[src/rtl/count_sequencer_pkg.sv]
// Shared definitions for the run/pause/clear display counter controller.
// Holds the state encodings, the state field width and the default
// prescaler / long-press constants used by count_sequencer and its interface.
package count_seq_pkg;

  localparam int STATE_W = 2;

  localparam int DEF_WIDTH      = 3;
  localparam int DEF_DIV_SLOW   = 100;
  localparam int DEF_DIV_FAST   = 20;
  localparam int DEF_LONG_PRESS = 50;

  typedef enum logic [STATE_W-1:0] {
    ST_IDLE  = 2'b00,
    ST_RUN   = 2'b01,
    ST_PAUSE = 2'b10
  } state_t;

endpackage

[src/rtl/count_sequencer_if.sv]
// Button/control inputs and display outputs of count_sequencer.
//   btn   : debounced button level, 1 = pressed
//   fast  : rate select, 1 = fast prescaler
//   dir   : 1 = count up, 0 = count down
//   count : counter value for the display
//   state : IDLE / RUN / PAUSE encoding
//   tick  : one-cycle pulse when count takes a new value
//   wrap  : one-cycle pulse with tick when count wrapped
// master drives the controls (button/switch side); slave is the sequencer.
interface count_sequencer_if
  import count_seq_pkg::*;
#(
  parameter int WIDTH = DEF_WIDTH
);
  logic               btn;
  logic               fast;
  logic               dir;
  logic [WIDTH-1:0]   count;
  logic [STATE_W-1:0] state;
  logic               tick;
  logic               wrap;

  modport master (
    output btn, fast, dir,
    input  count, state, tick, wrap
  );

  modport slave (
    input  btn, fast, dir,
    output count, state, tick, wrap
  );
endinterface

[src/rtl/count_sequencer_press_classifier.sv]
// Turns a debounced button level into registered short/long press pulses.
//   clk, reset : system clock, synchronous active-high reset
//   btn        : debounced button level
//   short_cmd  : one-cycle pulse on release of a press shorter than LONG_PRESS
//   long_cmd   : one-cycle pulse when a press reaches LONG_PRESS cycles
module press_classifier #(
  parameter int LONG_PRESS = 50
) (
  input  logic clk,
  input  logic reset,
  input  logic btn,
  output logic short_cmd,
  output logic long_cmd
);

  localparam int HW = $clog2(LONG_PRESS + 1);
  localparam logic [HW-1:0] HOLD_MAX  = HW'(LONG_PRESS);
  localparam logic [HW-1:0] HOLD_LAST = HW'(LONG_PRESS - 1);

  logic [HW-1:0] hold;
  logic          btn_q;
  // Set once btn has been seen low after reset: a press already in progress
  // at reset never starts the hold counter, so its release is silent.
  logic          seen_low;

  always_ff @(posedge clk) begin
    if (reset) begin
      hold      <= '0;
      btn_q     <= 1'b0;
      seen_low  <= 1'b0;
      short_cmd <= 1'b0;
      long_cmd  <= 1'b0;
    end else begin
      btn_q     <= btn;
      seen_low  <= seen_low | ~btn;
      short_cmd <= 1'b0;
      long_cmd  <= 1'b0;
      if (!btn) begin
        hold <= '0;
        // hold != 0 excludes a press that was discarded at reset
        if (btn_q && hold != '0 && hold < HOLD_MAX)
          short_cmd <= 1'b1;
      end else if (seen_low && hold != HOLD_MAX) begin
        hold <= hold + 1'b1;
        if (hold == HOLD_LAST)
          long_cmd <= 1'b1;
      end
    end
  end

endmodule

[src/rtl/count_sequencer.sv]
// Run/pause/clear controller for the display counter.
//   clk, reset : system clock, synchronous active-high reset
//   bus        : slave side of count_sequencer_if (btn/fast/dir in,
//                count/state/tick/wrap out, all outputs registered)
// Short press toggles IDLE->RUN, RUN<->PAUSE; long press returns to IDLE and
// clears the count. In RUN a prescaler produces one count step every DIV
// cycles, DIV chosen by fast.
module count_sequencer
  import count_seq_pkg::*;
#(
  parameter int WIDTH      = DEF_WIDTH,
  parameter int DIV_SLOW   = DEF_DIV_SLOW,
  parameter int DIV_FAST   = DEF_DIV_FAST,
  parameter int LONG_PRESS = DEF_LONG_PRESS
) (
  input logic              clk,
  input logic              reset,
  count_sequencer_if.slave bus
);

  localparam int PW = $clog2(DIV_SLOW);
  localparam logic [PW-1:0] SLOW_LAST = PW'(DIV_SLOW - 1);
  localparam logic [PW-1:0] FAST_LAST = PW'(DIV_FAST - 1);

  logic short_cmd;
  logic long_cmd;

  press_classifier #(
    .LONG_PRESS(LONG_PRESS)
  ) u_press (
    .clk       (clk),
    .reset     (reset),
    .btn       (bus.btn),
    .short_cmd (short_cmd),
    .long_cmd  (long_cmd)
  );

  state_t           st;
  logic [PW-1:0]    presc;
  logic [WIDTH-1:0] cnt;
  logic             tick_q;
  logic             wrap_q;
  logic [PW-1:0]    presc_last;
  logic             due;

  // >= rather than == so a slow->fast switch with the prescaler already
  // past the fast terminal value ticks on the next cycle instead of rolling over.
  always_comb begin
    presc_last = bus.fast ? FAST_LAST : SLOW_LAST;
    due        = (presc >= presc_last);
  end

  always_ff @(posedge clk) begin
    if (reset) begin
      st     <= ST_IDLE;
      presc  <= '0;
      cnt    <= '0;
      tick_q <= 1'b0;
      wrap_q <= 1'b0;
    end else begin
      tick_q <= 1'b0;
      wrap_q <= 1'b0;
      if (long_cmd) begin
        st    <= ST_IDLE;
        cnt   <= '0;
        presc <= '0;
      end else begin
        case (st)
          ST_IDLE: begin
            presc <= '0;
            if (short_cmd)
              st <= ST_RUN;
          end
          ST_RUN: begin
            // A pause request wins over a due tick; prescaler stays put so
            // resuming finishes the interrupted period.
            if (short_cmd) begin
              st <= ST_PAUSE;
            end else if (due) begin
              presc  <= '0;
              tick_q <= 1'b1;
              if (bus.dir) begin
                cnt    <= cnt + 1'b1;
                wrap_q <= (cnt == '1);
              end else begin
                cnt    <= cnt - 1'b1;
                wrap_q <= (cnt == '0);
              end
            end else begin
              presc <= presc + 1'b1;
            end
          end
          ST_PAUSE: begin
            if (short_cmd)
              st <= ST_RUN;
          end
          default: st <= ST_IDLE;
        endcase
      end
    end
  end

  assign bus.count = cnt;
  assign bus.state = st;
  assign bus.tick  = tick_q;
  assign bus.wrap  = wrap_q;

endmodule
[src/flat_wrapper.sv]
// flat-port wrapper written by rule: the top's interface ports become plain ports
module count_sequencer_flat import count_seq_pkg::*;
#(
  parameter int WIDTH      = DEF_WIDTH,
  parameter int DIV_SLOW   = DEF_DIV_SLOW,
  parameter int DIV_FAST   = DEF_DIV_FAST,
  parameter int LONG_PRESS = DEF_LONG_PRESS
)
  (clk, reset, bus_btn, bus_fast, bus_dir, bus_count, bus_state, bus_tick, bus_wrap);
  count_sequencer_if #(.WIDTH(WIDTH)) bus_i ();
  input logic clk;
  input logic reset;
  input wire logic [$bits(bus_i.btn)-1:0] bus_btn;
  input wire logic [$bits(bus_i.fast)-1:0] bus_fast;
  input wire logic [$bits(bus_i.dir)-1:0] bus_dir;
  output wire logic [$bits(bus_i.count)-1:0] bus_count;
  output wire logic [$bits(bus_i.state)-1:0] bus_state;
  output wire logic [$bits(bus_i.tick)-1:0] bus_tick;
  output wire logic [$bits(bus_i.wrap)-1:0] bus_wrap;
  assign bus_i.btn = bus_btn;
  assign bus_i.fast = bus_fast;
  assign bus_i.dir = bus_dir;
  assign bus_count = bus_i.count;
  assign bus_state = bus_i.state;
  assign bus_tick = bus_i.tick;
  assign bus_wrap = bus_i.wrap;
  count_sequencer #(.WIDTH(WIDTH), .DIV_SLOW(DIV_SLOW), .DIV_FAST(DIV_FAST), .LONG_PRESS(LONG_PRESS)) u_core (.clk(clk), .reset(reset), .bus(bus_i));
endmodule
[config.mk]
export PLATFORM = sky130hd
export DESIGN_NAME = count_sequencer_flat
export DESIGN_NICKNAME = d
export VERILOG_FILES = /design/src/rtl/count_sequencer_pkg.sv /design/src/rtl/count_sequencer_if.sv /design/src/rtl/count_sequencer_press_classifier.sv /design/src/rtl/count_sequencer.sv /design/src/flat_wrapper.sv
export SDC_FILE = /design/constraint.sdc
export NUM_CORES = 1
export LEC_CHECK = 0
export BUFFER_PORTS_ARGS = -buffer_cell sky130_fd_sc_hd__buf_2
export CORE_MARGIN = 3
export CORE_UTILIZATION = 40
export DETAILED_ROUTE_END_ITERATION = 10
export GPL_TIMING_DRIVEN = 0
export PLACE_DENSITY = 0.66
export RECOVER_POWER = 25
export SYNTH_ARGS = -nofsm -noshare
export SYNTH_HDL_FRONTEND = slang
export SYNTH_HIERARCHICAL = 1
export SYNTH_SLANG_ARGS = --single-unit
[constraint.sdc]
create_clock -name clk -period 3.7 [get_ports clk]
set_input_delay 0.185 -clock clk [delete_from_list [all_inputs] [get_ports clk]]
set_output_delay 0.185 -clock clk [all_outputs]
set_load 0.02 [all_outputs]
==> results.cfg <==
[sta]
relSlewSlack = 0.676
period_share = 0.495
fin_skew_ns = 0.00323
fmax_mhz = 546
period_needed_ns = 1.83
finalHoldViolCount = 0
tns_ns = 0
setup_slack_ns = 1.87
rsz0062_at_grt = no
tightestPinTransition_ns = 0.480
slew_violations = 0
setup_violations = 0

[setup_path]
rr_startpoint = u_core/presc[4]$_SDFFE_PP0P_
cpMaxStageDelayCell = or4_1
crit_buf_inv = 0
cp.required_ns = 3.96
cp_max_fo = 5
arrival_ns = 2.09
cp-end-kind = flop
startpoint_type = flop
r2r_cells = 5
path_delay_family = simple AND/OR/NAND/NOR gates
cp_cell_sequence = ha_1, o211ai_1, a21oi_1, or4_1, a31oi_1
r2r-end = u_core/presc[3]$_SDFFE_PP0P_
r2r_setup_slack_ns = 1.87
path_class = flop to flop
slowest_delay_ns = 0.55

[die]
die-area_mm2 = 0.00393
fp-row-count = 19
ios = 12
core_mm2 = 0.00290
die_width_um = 62.7
initial_core_util = 0.443
die_y_um = 62.7

[synthesis]
synth_area_mm2 = 0.00128
synth_ff_type = dfxtp_1
synth-edff-count = 0
ys_warn_count = 6
avgSynthCellArea_um2 = 9.11
yosysSeqAreaShare = 0.374
syn_nets = 155
synth.distinct_cells = 39
ys_seq_elements = 24
syn_inst = 141
async_flop_share = 0

[pwr]
ir_worst_vdd_v = 0.000218
p_leak_nw = 0.544
power_density_mw_per_mm2 = 331

[status]
status = completed

[clock_network]
postCtsSetupBuffers = 0
clock_path_buffers = 2
cts.sinks = 24
clkLatencyLatePin_ns = 0.32
clk_pin_slew_ns = 0.14
numCtsBuffers = 3
cts_root_buf = clkbuf_4
h-tree-depth = 1
cts_tree = built
cts_hold_buf = 0
cts_resized = 0

[detailed_routing]
drc = 0
routedWlPerCell_um = 12.9
wirelength_um = 2550
postRouteAntennaNets = 0
viasPerCell = 5.54
first_iter_violations = 77
vias = 1096
drt_first_pass_iters = 4

[grt]
grt_pass1_vias = 1048
grt_start_max_net_pins = 15
antenna_found_initial = 0
gr-usage-all-layers = 0.138
grt_pass1_wl_um = 4510
grt_overflow_total = 0

[flow_run]
drv_cap = 0

[hold_path]
holdPathEnd = u_core/u_press/seen_low$_SDFF_PP0_
min_path_type = primary input to flop
hold_depth = 2
hp-start = bus_btn

[cells_and_area]
final_common_cell = dfxtp_1
drive_gt1_frac = 0.128
fillers = 283
final_cell_mix = dfxtp_1, nand2_1, a31oi_1, a21oi_1, inv_1
layout.nets = 171
final_util = 0.494
antennaDiodeCount = 0
syn2layout_area_growth_pct = 11.5
design_area_mm2 = 0.00143

[place]
dpl.hpwl_um = 1880
pre_cts_ws_ns = 1.90
port_buffers = 11
globalplace.congestion = 0.785
placed_area_mm2 = 0.00139
==> how the worst max path moves through the flow <==
stage,start,slack (ns),to,depth (start not counted)
2_1_floorplan,u_core/bus.state[0]$_SDFFE_PP0P_,2.07,u_core/bus.count[2]$_SDFFE_PP0P_,4
3_3_place_gp,u_core/presc[4]$_SDFFE_PP0P_,1.96,u_core/presc[3]$_SDFFE_PP0P_,5
6_report,u_core/presc[4]$_SDFFE_PP0P_,1.87,u_core/presc[3]$_SDFFE_PP0P_,5
5_1_grt,u_core/presc[4]$_SDFFE_PP0P_,1.75,u_core/presc[6]$_SDFFE_PP0P_,5
4_1_cts,u_core/presc[4]$_SDFFE_PP0P_,1.87,u_core/presc[4]$_SDFFE_PP0P_,5
3_5_place_dp,u_core/presc[4]$_SDFFE_PP0P_,1.90,u_core/presc[4]$_SDFFE_PP0P_,5
==> registers in the layout (all words and copies together), names as in the netlist <==
| register | flops |
|---|---|
| u_core/bus.tick | 1 |
| u_core/u_press/btn_q | 1 |
| u_core/u_press/hold | 6 |
| u_core/bus.state | 2 |
| u_core/bus.count | 3 |
| u_core/bus.wrap | 1 |
| u_core/u_press/short_cmd | 1 |
| u_core/u_press/long_cmd | 1 |
| u_core/u_press/seen_low | 1 |
| u_core/presc | 7 |
==> area by class of cell <==
type,count,area [um^2],share of cell area
timing repair buffer,11,51.3,0.0358
inverter,9,33.8,0.0236
multi-input combinational,106,754,0.527
tap,42,52.6,0.0367
buffer,2,7.51,0.00524
clock inverter,1,30.0,0.0210
clock buffer,3,22.5,0.0157
sequential,24,480,0.335
==> report_power, final <==
group,total (mW),switching (mW),leakage (nW),internal [mW]
Combinational,0.0205,0.0125,0.322,0.00802
Sequential,0.263,0.00281,0.194,0.261
Clock,0.191,0.0813,0.0279,0.110
==> stage by stage <==
stage | total power [mW] | hold WS [ns] | cells
4_1_cts | 0.480 | 0.0438 | 198
3_3_place_gp | 0.289 | 0.387 | 194
6_report | 0.475 | 0.0518 | 198
3_5_place_dp | 0.290 | 0.399 | 194
2_1_floorplan | 0.282 | 0.254 | 141
5_1_grt | 0.494 | 0.0460 | 198
==> cells in the mapped netlist, types with 3 or more instances <==
cell type | count | share of area
dfxtp_1 | 24 | 0.37
nand2_1 | 12 | 0.035
a31oi_1 | 11 | 0.054
a21oi_1 | 10 | 0.039
inv_1 | 9 | 0.026
ha_1 | 8 | 0.078
nor2_1 | 6 | 0.018
and3_1 | 5 | 0.024
nand3_1 | 5 | 0.019
or4_1 | 5 | 0.029
a21o_1 | 3 | 0.018
nand2b_1 | 3 | 0.015
nand4_1 | 3 | 0.015
o21ai_0 | 3 | 0.012
xor2_1 | 3 | 0.020
==> routing by layer <==
metal / up-vias / share of wire / track usage
li1: 558 / - / -
met1: 516 / 0.44 / 0.155
met2: 16 / 0.51 / 0.254
met3: 6 / 0.031 / 0.0396
met4: 0 / 0.016 / 0.0331
met5: - / 0 / 0
==> logic make-up (layout without fill, tap and decap cells) <==
kind of cell | after synthesis | after routing | synth area share
fa+ha+maj | 9 | 9 | 0.0935
xor+xnor | 3 | 3 | 0.0205
simple gates | 53 | 53 | 0.266
flops | 24 | 24 | 0.374
compound gates | 39 | 39 | 0.199
buf+inv | 11 | 26 | 0.0321
mux | 2 | 2 | 0.0156
Note: power is estimated with default switching activity, not from simulation.
